**config.mk**
```make
export PLATFORM = sky130hd
export DESIGN_NAME = button_encoder_4x2
export DESIGN_NICKNAME = d
export VERILOG_FILES = /design/src/rtl/button_encoder_4x2.sv
export SDC_FILE = /design/constraint.sdc
export NUM_CORES = 1
export LEC_CHECK = 0
export BUFFER_PORTS_ARGS = -buffer_cell sky130_fd_sc_hd__clkbuf_2
export CORE_MARGIN = 1
export CORE_UTILIZATION = 36
export DETAILED_ROUTE_END_ITERATION = 8
export PLACE_DENSITY = 0.61
export SETUP_SLACK_MARGIN = 0.4
export SLEW_MARGIN = 20
export SYNTH_ARGS = -nofsm -noshare
export SYNTH_HDL_FRONTEND = slang
export SYNTH_SLANG_ARGS = --single-unit
```
**constraint.sdc**
```tcl
create_clock -name i_clk -period 2.4 [get_ports i_clk]
set_clock_uncertainty 0.05 [all_clocks]
set_input_delay 0.36 -clock i_clk [delete_from_list [all_inputs] [get_ports i_clk]]
set_output_delay 0.36 -clock i_clk [all_outputs]
set_load 0.01 [all_outputs]
```
**src/rtl/button_encoder_4x2.sv**
```systemverilog
// button_encoder_4x2
//
// Debounced 4-to-2 encoder for four active-low push-buttons. The raw button
// bus is synchronized through two flops, debounced with a candidate register
// and a stability counter, and the accepted (stable) state is decoded into a
// 2-bit index plus status flags. A one-cycle strobe marks each newly accepted
// single press.
//
// There is no valid/ready handshake here. o_press is a plain one-cycle
// strobe. o_code is only meaningful on or after a strobe, and it holds
// between presses.
//
// Parameters:
//   DEBOUNCE_CYCLES  consecutive stable cycles needed to accept a new state (>= 1)
//
// Ports:
//   i_clk      in   system clock, rising edge
//   i_reset_n  in   synchronous active-low reset
//   i_button   in   [3:0] raw asynchronous buttons, 0 = pressed (one-cold)
//   o_code     out  [1:0] index of the last accepted single press
//   o_valid    out  debounced state is exactly one pressed button
//   o_multi    out  debounced state has two or more pressed buttons
//   o_press    out  one-cycle strobe on acceptance of a new single press
module button_encoder_4x2 #(
  parameter int DEBOUNCE_CYCLES = 100_000
) (
  input  logic       i_clk,
  input  logic       i_reset_n,
  input  logic [3:0] i_button,
  output logic [1:0] o_code,
  output logic       o_valid,
  output logic       o_multi,
  output logic       o_press
);

  localparam int CW = $clog2(DEBOUNCE_CYCLES) + 1;
  localparam logic [CW-1:0] CNT_LAST = CW'(DEBOUNCE_CYCLES - 1);

  logic [3:0]    sync1;
  logic [3:0]    sync2;
  logic [3:0]    cand;
  logic [3:0]    stable;
  logic [CW-1:0] cnt;

  // Single-press recognition of the candidate, used on the accept edge.
  logic          cand_single;
  logic [1:0]    cand_index;

  always_comb begin
    cand_single = 1'b1;
    cand_index  = 2'd0;
    case (cand)
      4'b1110: cand_index = 2'd0;
      4'b1101: cand_index = 2'd1;
      4'b1011: cand_index = 2'd2;
      4'b0111: cand_index = 2'd3;
      default: cand_single = 1'b0;
    endcase
  end

  always_ff @(posedge i_clk) begin
    if (!i_reset_n) begin
      sync1   <= 4'b1111;
      sync2   <= 4'b1111;
      cand    <= 4'b1111;
      stable  <= 4'b1111;
      cnt     <= '0;
      o_code  <= 2'd0;
      o_press <= 1'b0;
    end else begin
      sync1   <= i_button;
      sync2   <= sync1;
      o_press <= 1'b0;

      if (sync2 != cand) begin
        // Any movement restarts the window, so short glitches never mature.
        cand <= sync2;
        cnt  <= '0;
      end else if (cand != stable) begin
        if (cnt == CNT_LAST) begin
          // Accept: only a single-press pattern updates the code and strobes.
          stable <= cand;
          cnt    <= '0;
          if (cand_single) begin
            o_code  <= cand_index;
            o_press <= 1'b1;
          end
        end else begin
          cnt <= cnt + 1'b1;
        end
      end else begin
        // Candidate already matches the accepted state: nothing to time.
        cnt <= '0;
      end
    end
  end

  // Status flags decode the accepted state by counting pressed (zero) bits.
  logic [3:0] pressed;
  assign pressed = ~stable;
  assign o_valid = ($countones(pressed) == 1);
  assign o_multi = ($countones(pressed) > 1);

endmodule

```
==> results.txt <==
The flip-flop cell with the highest count after synthesis is dfxtp_1. The final count of pins violating max slew is 0. The share of synthesized flip-flops with an asynchronous set or reset is 0%, and the maximum number of pins on one net before global-route repair is 22. The synthesized design contains 0 enable-type register cells. Summed over all cells, the static leakage comes to 0.747 nW. The clock tree root driver cell is clkbuf_8.

For this block, the initial DRC count from the detailed router was 22. The flop and latch count out of synthesis works out to 37. Number of hold-slack violations in the final timing report: 0. The per-cell via count in the routed design is 4.72.

Including well taps, the total number of placed cells is 234. The compound-gate portion of the synthesized area works out to 1.51%. Max-cap violations in this run came to 0. The die covers 5120 sq um. The synthesized netlist contains 39 unique library cells. The clock net in this run drives a total of 37 sinks.

The number of synthesis warnings came out at 0. After clock tree synthesis, the clock-pin slew on the worst setup and hold paths is 0.08 ns. TritonCTS built the clock tree. Portion of the clock cycle consumed by the worst path in the final layout: 95.3%. Shortest clock period the worst path allows after layout: 2.29 ns. STA puts the critical path data required time at 1.99 ns. VDD sags by at most 388 uV.

The area growth from synthesis to layout is 13.9%. The first global-routing pass estimated 4780 microns of wire. The maximum fanout along the worst path was 2.

For this run, the detailed router's first-pass iteration total came to 4. The logs give 0 for the initial antenna violation count and 178 for the instance count of the mapped netlist. The share of synthesized area spent on multiplexers came out at 2.30%. The finished cells cover 1980 sq um. After the flow finishes, the layout carries non-filler instances totaling 244. Setup violations remaining at the end of the flow were counted as 0. Once the floorplan was initialized, standard cells occupied 38.6% of the core.

The fraction of the core area covered by cells at the end of the flow came out at 44.0%. The critical path start-end classification was flop to output pin. The remaining design rule violation count is 0. The clock passes through at most 2 buffers. The path class of the tightest hold or removal check is input pin to flop. The worst setup path is launched from a flop. In the final design database the tool counted 202 nets.

Buffers inserted to repair hold after CTS numbered 0. The measured slew at the worst slew-check pin was 0.440 ns. The run gives 0.113 ns as the setup slack of the critical path after layout. The synthesized netlist devotes 15.5% of its cell area to XOR and XNOR gates. Timing analysis after detailed placement gives a worst setup slack of 0.329 ns. The repair_antennas step left the layout with diodes totalling 0. The tools report the cell area after technology mapping as 1740 sq um.

The share of post-route cells with drive strength above 1 was 21.9%. In this run the cell area measured after placement is 1810 sq um. Derived from the worst setup path, the maximum achievable clock frequency is 437 MHz.

In this run the count of I/O pins placed on the die edge is 11. The chip height was 71.5 microns. The dominant combinational cell family by area after synthesis was simple AND/OR/NAND/NOR gates. The number of global-route vias before repair is 1109. The initialized floorplan defines 24 standard-cell rows.

Setup repair after global routing could not meet its margin everywhere. Overall power consumption after layout is estimated at 1.31 mW. The post-synthesis share of cell area spent on full adders, half adders and majority gates is 4.03%.

The synthesized net count is 189. The die width was 71.5 microns; the minimum hold slack was 0.203 ns. The arrival time at the worst endpoint was 1.88 ns; the setup TNS after final layout was 0 ns.

The H-tree was split into 2 levels. The detail route stage leaves a number of antenna-violating nets equal to 0. Total length of routed wires: 2590 microns.

The floorplan step defined a core boundary enclosing 4500 sq um. The total global routing overflow is 0. Headroom to the max-slew limit came out at 70.4%. A synthesized cell averages 9.78 sq um.

The tools report the portion of the post-synthesis area used by sequential elements as 42.6%. The routed layout has 1152 vias. The count of port buffers added during placement was 10; the average wire length per cell after detail routing was 10.6 microns. The latest clock arrival within the worst-skew pair was 0.28 ns; the total global-route track usage was 12.0%. For the number of clock buffers inserted by TritonCTS, the log shows 5. STA classifies the critical path endpoint as an output pin.

For the final weighted congestion in routability-driven placement, the log shows 0.725. For this design the ratio of total power to cell area is 659 nW/um^2. The flow ran to the end, and the final reports show no timing, DRC or antenna violations. The basic-gate share of the synthesized area counting and, or, nand and nor cells works out to 28.5%.

Post-detailed-placement half-perimeter wirelength: 1890 microns.
-- worst max-delay path: stages (launching register included) --
cell and delay, ns:
dfxtp_2 0.34, fa_1 0.52, inv_1 0.04, ha_2 0.17, inv_2 0.06, ha_4 0.19, nor3b_2 0.14, buf_2 0.14
-- worst paths after layout --
check	from	end	slack [ns]	depth (start not counted)
max	stable[0]	o_valid	0.11	7
min	i_button[2]	sync1[2]	0.20	2
max reg2reg	cand[3]	stable[3]	0.56	6
min reg2reg	sync1[0]	sync2[0]	0.36	1
-- flip-flops by register name, summed over array words and instances, names as in the netlist --
signal,cells
sync2,4
o_code,2
sync1,4
cnt,18
cand,4
stable,4
o_press,1
-- cell usage after synthesis, types with 2 or more instances --
cell type / count / area (sq um)
buf_6: 3 / 33.8
dfxtp_1: 37 / 741
nand4b_1: 2 / 17.5
nand3_1: 8 / 40.0
ha_1: 4 / 50.1
and2_1: 2 / 12.5
clkbuf_1: 2 / 7.51
xor2_1: 10 / 87.6
and3_1: 2 / 12.5
nor3_1: 5 / 25.0
xnor2_2: 3 / 48.8
nand2b_1: 12 / 75.1
nand2_1: 11 / 41.3
nand4_1: 5 / 31.3
mux2i_1: 4 / 40.0
nor4_4: 2 / 42.5
inv_1: 8 / 30.0
xnor2_1: 12 / 105
nor2_1: 26 / 97.6
-- cells in the final DEF, fill, tap and decap left out, types with 2 or more instances in the layout --
| cell | instances |
|---|---|
| mux2i_1 | 4 |
| nor4_4 | 2 |
| nand4b_1 | 2 |
| buf_4 | 4 |
| nand3_1 | 8 |
| inv_1 | 6 |
| nand4_1 | 5 |
| dfxtp_1 | 34 |
| nor3_1 | 5 |
| and3_1 | 2 |
| clkbuf_8 | 5 |
| bufinv_16 | 2 |
| xnor2_1 | 12 |
| and2_1 | 2 |
| ha_1 | 2 |
| xnor2_2 | 3 |
| inv_2 | 2 |
| dfxtp_2 | 3 |
| nor2_1 | 26 |
| nand2_1 | 11 |
| nand2b_1 | 12 |
| xor2_1 | 10 |
| clkbuf_2 | 8 |
-- repair_timing --
action | 4_1_cts | 5_1_grt
resized for setup | 8 | 3
hold endpoints to repair | 0 | 0
pin swaps | 0 | 1
setup endpoints to repair | 2 | 6
buffers inserted | 1 | 1
-- logic make-up (layout without fill, tap and decap cells) --
kind of cell,after synthesis,in the layout
simple gates,86,86
flops,37,37
xor+xnor,26,26
buf+inv,16,30
fa+ha+maj,5,5
compound gates,4,4
mux,4,4
-- routing by layer --
metal	global-route usage (%)	up-vias	share of wire (%)
li1	-	609	-
met1	15.4	527	52
met2	18.8	12	44
met3	3.80	4	3.1
met4	4.58	0	1.5
met5	0	-	0
-- area by class of cell --
| cell class | count | area, sq um |
|---|---|---|
| timing repair buffer | 14 | 86.3 |
| clock inverter | 3 | 65.1 |
| multi-input combinational | 125 | 922 |
| fill | 433 | 2520 |
| inverter | 8 | 30.0 |
| tap | 52 | 65.1 |
| sequential | 37 | 744 |
| clock buffer | 5 | 68.8 |
-- power breakdown --
group	internal, mW	switching (mW)
Clock	0.413	0.215
Sequential	0.622	0.00868
Combinational	0.0230	0.0243
Total	1.06	0.248
Power figures use the tool's default switching activity.
